[src/rtl/fpadd_scheduler.sv]
// Purpose: round-robin arbiter that issues operand pairs from two requesters into a fixed-latency FP adder and routes each sum back.
// Latency: add_issue in the same cycle as the handshake; rspN_valid exactly ADD_LAT cycles after that issue.
// Backpressure: one grant per cycle, ready withheld while draining; responses are never back-pressured. Optional stats: FPADD_SCHED_STATS_EN.
module fpadd_scheduler #(
    parameter int ADD_LAT = 3,
    parameter int CNT_W   = 16
) (
    input  logic        clk,
    input  logic        rst,
    input  logic        req0_valid,
    input  logic        req1_valid,
    output logic        req0_ready,
    output logic        req1_ready,
    input  logic [31:0] req0_a,
    input  logic [31:0] req0_b,
    input  logic [31:0] req1_a,
    input  logic [31:0] req1_b,
    output logic        add_issue,
    output logic [31:0] add_a,
    output logic [31:0] add_b,
    input  logic [31:0] add_result,
    output logic        rsp0_valid,
    output logic        rsp1_valid,
    output logic [31:0] rsp_data,
    input  logic        drain_req,
    output logic        drain_done,
    output logic        busy
`ifdef FPADD_SCHED_STATS_EN
    ,
    output logic [CNT_W-1:0] grant0_cnt,
    output logic [CNT_W-1:0] grant1_cnt
`endif
);

    localparam int CW = $clog2(ADD_LAT + 1);

    typedef enum logic [1:0] {IDLE, RUN, DRAIN} state_t;

    state_t               state, stateNext;
    logic                 prioPtr;
    logic [ADD_LAT-1:0]   tagVld;
    logic [ADD_LAT-1:0]   tagId;
    logic [CW-1:0]        inFlight;
    logic                 grantVld;
    logic                 grantId;
    logic                 emerge;

    // Round-robin grant; nothing is granted while draining, when a drain is requested, or in reset.
    always_comb begin
        grantVld = 1'b0;
        grantId  = 1'b0;
        if (!rst && !drain_req && state != DRAIN) begin
            if (!prioPtr) begin
                if (req0_valid) begin
                    grantVld = 1'b1;
                    grantId  = 1'b0;
                end else if (req1_valid) begin
                    grantVld = 1'b1;
                    grantId  = 1'b1;
                end
            end else begin
                if (req1_valid) begin
                    grantVld = 1'b1;
                    grantId  = 1'b1;
                end else if (req0_valid) begin
                    grantVld = 1'b1;
                    grantId  = 1'b0;
                end
            end
        end
    end

    // Handshake, adder launch and response routing; the oldest tag marks the cycle add_result is valid.
    always_comb begin
        req0_ready = grantVld && !grantId;
        req1_ready = grantVld && grantId;
        add_issue  = grantVld;
        add_a      = grantId ? req1_a : req0_a;
        add_b      = grantId ? req1_b : req0_b;
        emerge     = tagVld[ADD_LAT-1] && !rst;
        rsp0_valid = emerge && !tagId[ADD_LAT-1];
        rsp1_valid = emerge && tagId[ADD_LAT-1];
        rsp_data   = emerge ? add_result : 32'h0;
        busy       = (inFlight != '0) && !rst;
    end

    // Next-state logic; drain_req outranks new requests and drain_done fires once the pipe is empty.
    always_comb begin
        stateNext  = state;
        drain_done = 1'b0;
        case (state)
            IDLE: begin
                if (drain_req) begin
                    stateNext = DRAIN;
                end else if (req0_valid || req1_valid) begin
                    stateNext = RUN;
                end
            end
            RUN: begin
                if (drain_req) begin
                    stateNext = DRAIN;
                end else if (!req0_valid && !req1_valid && inFlight == '0) begin
                    stateNext = IDLE;
                end
            end
            DRAIN: begin
                if (inFlight == '0) begin
                    drain_done = !rst;
                    stateNext  = IDLE;
                end
            end
            default: stateNext = IDLE;
        endcase
    end

    // State, priority pointer, tag pipe and in-flight count; reset discards anything in flight.
    always_ff @(posedge clk) begin
        if (rst) begin
            state    <= IDLE;
            prioPtr  <= 1'b0;
            tagVld   <= '0;
            tagId    <= '0;
            inFlight <= '0;
        end else begin
            state     <= stateNext;
            if (grantVld) begin
                prioPtr <= ~grantId;
            end
            tagVld[0] <= grantVld;
            tagId[0]  <= grantId;
            for (int i = 1; i < ADD_LAT; i++) begin
                tagVld[i] <= tagVld[i-1];
                tagId[i]  <= tagId[i-1];
            end
            case ({grantVld, tagVld[ADD_LAT-1]})
                2'b10:   inFlight <= inFlight + CW'(1);
                2'b01:   inFlight <= inFlight - CW'(1);
                default: inFlight <= inFlight;
            endcase
        end
    end

`ifdef FPADD_SCHED_STATS_EN
    // Per-requester handshake counters, saturating at all-ones.
    always_ff @(posedge clk) begin
        if (rst) begin
            grant0_cnt <= '0;
            grant1_cnt <= '0;
        end else begin
            if (grantVld && !grantId && grant0_cnt != '1) begin
                grant0_cnt <= grant0_cnt + CNT_W'(1);
            end
            if (grantVld && grantId && grant1_cnt != '1) begin
                grant1_cnt <= grant1_cnt + CNT_W'(1);
            end
        end
    end
`endif

endmodule

[config.mk]
export PLATFORM = sky130hd
export DESIGN_NAME = fpadd_scheduler
export DESIGN_NICKNAME = d
export VERILOG_FILES = /design/src/rtl/fpadd_scheduler.sv
export SDC_FILE = /design/constraint.sdc
export NUM_CORES = 1
export LEC_CHECK = 0
export CORE_AREA = 2 2 105 107
export CTS_BUF_LIST = sky130_fd_sc_hd__clkbuf_8
export DETAILED_ROUTE_END_ITERATION = 16
export DIE_AREA = 0 0 107 109
export PLACE_DENSITY = 0.57
export SYNTH_ARGS = -nofsm -noshare
export SYNTH_HDL_FRONTEND = slang
export SYNTH_SLANG_ARGS = --single-unit
[constraint.sdc]
create_clock -name clk -period 2.8 [get_ports clk]
set_input_delay 0.84 -clock clk [delete_from_list [all_inputs] [get_ports clk]]
set_output_delay 0.84 -clock clk [all_outputs]
set_load 0.005 [all_outputs]
==> impl_metrics.json, run 1 <==
{
  "grt_pass1_vias": 2509,
  "fin_nets": 634,
  "powerDensity_nw_per_um2": 175.6,
  "drtIter0Drc": 93,
  "hold_depth": 1,
  "synth_top_area_cell": "mux2_4",
  "p_int_mw": 0.7016,
  "setup_viol": 79,
  "grt_max_degree": 16,
  "ys_top_cells_by_count": "mux2_4, and2_1, mux2_2, dfxtp_1, nor2b_1",
  "drtPass1Iterations": 3,
  "clkTransAtPathRegs_ns": 0.05,
  "use_met3_pct": 4.782,
  "cap_violations": 0,
  "syn_inst": 156,
  "yosysSeqAreaShare_pct": 13.78,
  "finalMaxSlewViolations": 0,
  "h-tree-depth": 1,
  "dr_total_vias": 2473,
  "rsz0062_at_grt": "yes",
  "reg2reg_depth": 7,
  "rr_startpoint": "state[1]",
  "core_region_area_um2": 10600,
  "grt_pass1_wl_um": 13920,
  "ys_async_sr_fraction_pct": 0,
  "worstSetupPathType": "input pin to output pin",
  "ys.flop_type": "dfxtp_1",
  "antenna_found_initial": 0,
  "numCtsBuffers": 3,
  "rows": 38,
  "grt_util_all_layers_pct": 15.79,
  "die_h_um": 109,
  "dp.cells": 563,
  "drc": 0,
  "startpoint_type": "input pin",
  "syn_nets": 322,
  "synth_seq_cells": 11,
  "synth_edf_count": 0,
  "swShare_pct": 23.19,
  "synth_cell_types": 25,
  "dp_hpwl_um": 7282,
  "max_slew_margin_pct": 76.62,
  "die-width_um": 107,
  "end_kind": "output pin",
  "synth_top_area_share_pct": 35.71,
  "clk_latency_ns": 0.23,
  "cts_root_buf": "clkbuf_8",
  "r2r_slack_ns": 1.04,
  "cp.arrival_ns": 2.28,
  "num-fill-cells": 969,
  "cts_sinks": 11,
  "synth.most_common_cell": "mux2_4",
  "hold_viol": 0,
  "n_antenna_cell": 0,
  "whs_endpoint": "tagVld[1]",
  "postRouteAntennaNets": 0,
  "min_period_over_period_pct": 111.6,
  "met1_usage_pct": 16.43,
  "min-delay-start": "tagVld[0]",
  "layout_min_cycle_time_ns": 3.124,
  "area_growth_pct": 225.5,
  "worstPathMaxFanout": 5,
  "die_area_um2": 11660,
  "busiest_layer": "met2",
  "hold_class": "flip-flop to flip-flop",
  "violations": "setup timing",
  "post_drt_wl_per_cell_um": 16.39,
  "syn_area_um2": 1598,
  "synthTopCellsByArea": "mux2_4, mux2_2, dfxtp_1",
  "p_clk_share_pct": 16.9,
  "io_buffers": 267,
  "ir_drop_mv": 0.1272,
  "power_frac_seq_pct": 18.7,
  "synth_warnings": 0,
  "power_mw": 0.9135,
  "boundaryPins": 268,
  "setup_ws_ns": -0.3237,
  "tightest_slew_ns": 0.3419,
  "clock_skew_ns": 0.001387,
  "leakagePower_nw": 2.485,
  "pwr-share-comb_pct": 64.5,
  "overflow": 0,
  "synth_area_per_cell_um2": 10.24,
  "cts_tree": "built",
  "fmaxAchievable_mhz": 320.1,
  "cp.required_ns": 1.96,
  "initial_core_util_pct": 15.07,
  "p_sw_mw": 0.2119,
  "avgViaCountPerCell": 4.074,
  "r2r-end": "inFlight[1]",
  "status": "finished, violations left",
  "fin_setup_tns_ns": -10.81,
  "dpl_worst_slack_ns": -0.8260,
  "cts_buffer_depth": 2,
  "gp_congestion": 0.7532,
  "grt_use_met2_pct": 32.03,
  "drive_above_1_share_pct": 44.11,
  "stdcell_count": 607,
  "wirelength_um": 9948
}
layout by cell type, fill, tap and decap left out, drive strengths merged, types with 2 or more instances in the layout:
cell type and instances:
nor4 3, o21ai 3, dlygate4sd2 21, clkbuf 5
nor2b 7, a21oi 3, buf 123, and2 33
clkdlybuf4s15 9, clkdlybuf4s50 162, nor2 5, nand2b 2
dfxtp 11, inv 5, mux2 64
metrics by stage:
| stage | hold WS, ns | util (%) | area, um^2 |
|---|---|---|---|
| floorplan | 0.4138 | - | 1598 |
| global placement | 0.4161 | 42.42 | 4498 |
| detailed placement | 0.4231 | 42.42 | 4498 |
| CTS | 0.4351 | 49.28 | 5225 |
| global route | 0.4486 | 49.06 | 5201 |
| finish | 0.4313 | 49.06 | 5201 |
layer usage:
metal	up-vias	part of all wire, %
li1	1175	-
met4	0	0.27
met5	-	0
met3	2	9.4
met2	156	56
met1	1140	34
repair_timing:
action,CTS,global route
gates resized for setup,429,23
endpoints found under the setup margin,103,88
pin swaps,2,2
setup buffers,25,11
cloned,13,0
hold buffers,0,0
critical path, cell delays in order:
cell	delay [ns]
clkdlybuf4s15_2	0.22
o2111ai_4	0.14
buf_6	0.15
buf_12	0.12
buf_8	0.13
buf_12	0.13
buf_16	0.13
mux2_4	0.30
buf_6	0.12
logic make-up after synthesis:
| group | count (synthesis) | synth area share (%) |
|---|---|---|
| mux | 64 | 54.03 |
| flops | 11 | 13.78 |
| compound gates | 10 | 4.307 |
| xor+xnor | 2 | 1.097 |
| buf+inv | 15 | 6.029 |
| simple gates | 53 | 19.97 |
| fa+ha+maj | 1 | 0.7830 |
worst max-delay path by stage:
stage	cells after the start	from	to
after floorplan	5	rst	add_a[24]
after global placement	6	req0_valid	add_a[31]
after global routing	10	rst	add_b[23]
after detailed placement	6	req0_valid	add_a[31]
final	9	req1_valid	add_b[23]
after CTS	10	drain_req	add_b[23]
registers in the layout, summed over array words and instances (netlist names):
| register | cells |
|---|---|
| prioPtr | 1 |
| tagId | 3 |
| tagVld | 3 |
| inFlight | 2 |
| state | 2 |
power by group through the flow:
stage          combinational (mW)  sequential (mW)  clock, mW
2_1_floorplan               0.138            0.172          0
3_3_place_gp                0.526            0.173          0
3_5_place_dp                0.527            0.174          0
4_1_cts                     0.594            0.170      0.160
5_1_grt                     0.626            0.172      0.169
6_report                    0.589            0.170      0.154
final cells by class:
| cell class | count | area (um^2) | area share [%] |
|---|---|---|---|
| clock buffers | 3 | 41.29 | 0.7938 |
| clock inverters | 1 | 3.754 | 0.07217 |
| inverters | 4 | 15.01 | 0.2887 |
| multi-input cells | 130 | 1345 | 25.86 |
| flip-flops and latches | 11 | 220.2 | 4.234 |
| well taps | 140 | 175.2 | 3.368 |
| repair buffers | 318 | 3401 | 65.38 |
Note: power is estimated with default switching activity, not from simulation.
==> run 2, diff against run 1 <==
Settings changed: PLACE_DENSITY 0.57 to 0.58.
==> run 2 against run 1 <==
Compared with the run above:
- the run still ends with setup timing left
- clock skew rose by 0.0016 ns
- non-clock buffer count rose by 8
- register-to-register slack got worse by 0.03 ns
- via count is 0.32% lower
- sequential power about the same
- largest cell class unchanged
==> impl_metrics.json, run 2 (synthesized netlist as in run 1, its figures left out) <==
{
  "overflow": 0,
  "grt_util_all_layers_pct": 16.23,
  "reg_top3": "tagId: 3 flops, tagVld: 3 flops",
  "p_sw_mw": 0.2182,
  "powerDensity_nw_per_um2": 175.8,
  "cp.arrival_ns": 2.20,
  "cp-endpoint": "add_b[11]",
  "critical_path.startpoint": "rst",
  "dp.cells": 563,
  "r2r-end": "inFlight[1]",
  "drtIter0Drc": 59,
  "path_cells": "buf_8 -> nor2_4 -> o2111ai_4 -> buf_6 -> buf_12 -> buf_12 -> buf_16 -> mux2_4 -> buf_6",
  "p_clk_share_pct": 16.7,
  "postRouteAntennaNets": 0,
  "wirelength_um": 10360,
  "grt_pass1_wl_um": 14610,
  "reg2reg_depth": 7,
  "setup_viol": 85,
  "cap_violations": 0,
  "pwr-share-comb_pct": 64.6,
  "io_buffers": 267,
  "dr_total_vias": 2465,
  "drtPass1Iterations": 4,
  "violations": "setup timing",
  "status": "finished, violations left",
  "area_growth_pct": 226.3,
  "initial_core_util_pct": 15.07,
  "rows": 38,
  "post_drt_wl_per_cell_um": 16.84,
  "gp_congestion": 0.7584,
  "grt_max_degree": 16,
  "clock_skew_ns": 0.003014,
  "cts_buffer_depth": 2,
  "rsz0062_at_grt": "yes",
  "h-tree-depth": 1,
  "avgViaCountPerCell": 4.008,
  "die_h_um": 109,
  "cp.depth": 9,
  "dpl_worst_slack_ns": -0.8060,
  "startpoint_type": "input pin",
  "power_frac_seq_pct": 18.7,
  "hold_class": "flip-flop to flip-flop",
  "tightest_slew_ns": 0.4078,
  "hold_viol": 0,
  "die-width_um": 107,
  "clk_latency_ns": 0.23,
  "fmaxAchievable_mhz": 328.7,
  "cts_tree": "built",
  "finalMaxSlewViolations": 0,
  "leakagePower_nw": 2.519,
  "p_int_mw": 0.6986,
  "slowest_delay_ns": 0.31,
  "rr_startpoint": "state[1]",
  "min-delay-start": "tagVld[1]",
  "cp.required_ns": 1.96,
  "swShare_pct": 23.80,
  "grt_pass1_vias": 2539,
  "max_slew_margin_pct": 72.11,
  "worstSetupPathType": "input pin to output pin",
  "cts_root_buf": "clkbuf_8",
  "drive_above_1_share_pct": 44.84,
  "n_antenna_cell": 0,
  "antenna_found_initial": 0,
  "end_kind": "output pin",
  "num-fill-cells": 964,
  "cp_top_family": "buffers and inverters",
  "numCtsBuffers": 3,
  "fin_hold_ws_ns": 0.4364,
  "cts_sinks": 11,
  "power_mw": 0.9168,
  "ir_drop_mv": 0.1188,
  "final_common_cell": "clkdlybuf4s50_1",
  "dp_hpwl_um": 7663,
  "fin_nets": 642,
  "worstPathMaxFanout": 5,
  "drc": 0,
  "most-common-layout-cells": "clkdlybuf4s50_1, buf_6, mux2_4",
  "min_period_over_period_pct": 108.7,
  "stdcell_count": 615,
  "core_region_area_um2": 10600,
  "clkTransAtPathRegs_ns": 0.05,
  "die_area_um2": 11660,
  "setup_ws_ns": -0.2427,
  "crit_buf_inv": 6,
  "slowest_stage": "mux2_4",
  "layout_min_cycle_time_ns": 3.043,
  "r2r_slack_ns": 1.01,
  "boundaryPins": 268
}
run 2: power groups by stage:
stage          Sequential, mW  Clock [mW]  Combinational [mW]
5_1_grt                 0.172       0.169               0.628
3_3_place_gp            0.173           0               0.529
4_1_cts                 0.171       0.158               0.591
3_5_place_dp            0.174           0               0.529
6_report                0.171       0.154               0.592
2_1_floorplan           0.172           0               0.138
run 2: area by class of cell:
cell class	instances	area, um^2	share of cell area [%]
Inverter	4	15.01	0.2880
Clock buffer	3	41.29	0.7919
Sequential cell	11	220.2	4.224
Timing Repair Buffer	326	3403	65.27
Tap cell	140	175.2	3.360
Clock inverter	1	3.754	0.07199
Multi-Input combinational cell	130	1355	25.99
run 2: how the worst min path moves through the flow:
stage	end	cells after the start
3_3_place_gp	tagVld[1]	1
2_1_floorplan	tagId[1]	1
6_report	tagVld[2]	1
5_1_grt	tagVld[2]	1
4_1_cts	tagVld[2]	1
3_5_place_dp	tagVld[1]	1
run 2: layer usage:
layer / share of wire (%) / GRT usage, % / vias up
li1: - / - / 1193
met1: 37 / 18.52 / 1108
met2: 53 / 31.26 / 162
met3: 10 / 4.244 / 2
met4: 0.26 / 1.670 / 0
met5: 0 / 0 / -
run 2: through the flow:
stage	TNS, ns	util (%)	area (um^2)
2_1_floorplan	0	-	1598
3_3_place_gp	-71.83	42.28	4483
3_5_place_dp	-71.65	42.28	4483
4_1_cts	-11.33	49.01	5196
5_1_grt	-14.00	49.17	5214
6_report	-9.900	49.17	5214
run 2: repair_timing:
item | in CTS | in global routing
buffers inserted | 36 | 9
endpoints found under the setup margin | 103 | 85
cloned | 10 | 1
gates resized for setup | 440 | 27
pin swaps | 2 | 2
hold buffers | 0 | 0
==> run 3, diff against run 2 <==
Settings changed: CAP_MARGIN set to 20.
==> results of run 3 <==
The final DEF is identical to that of run 2; final timing and power are the same.
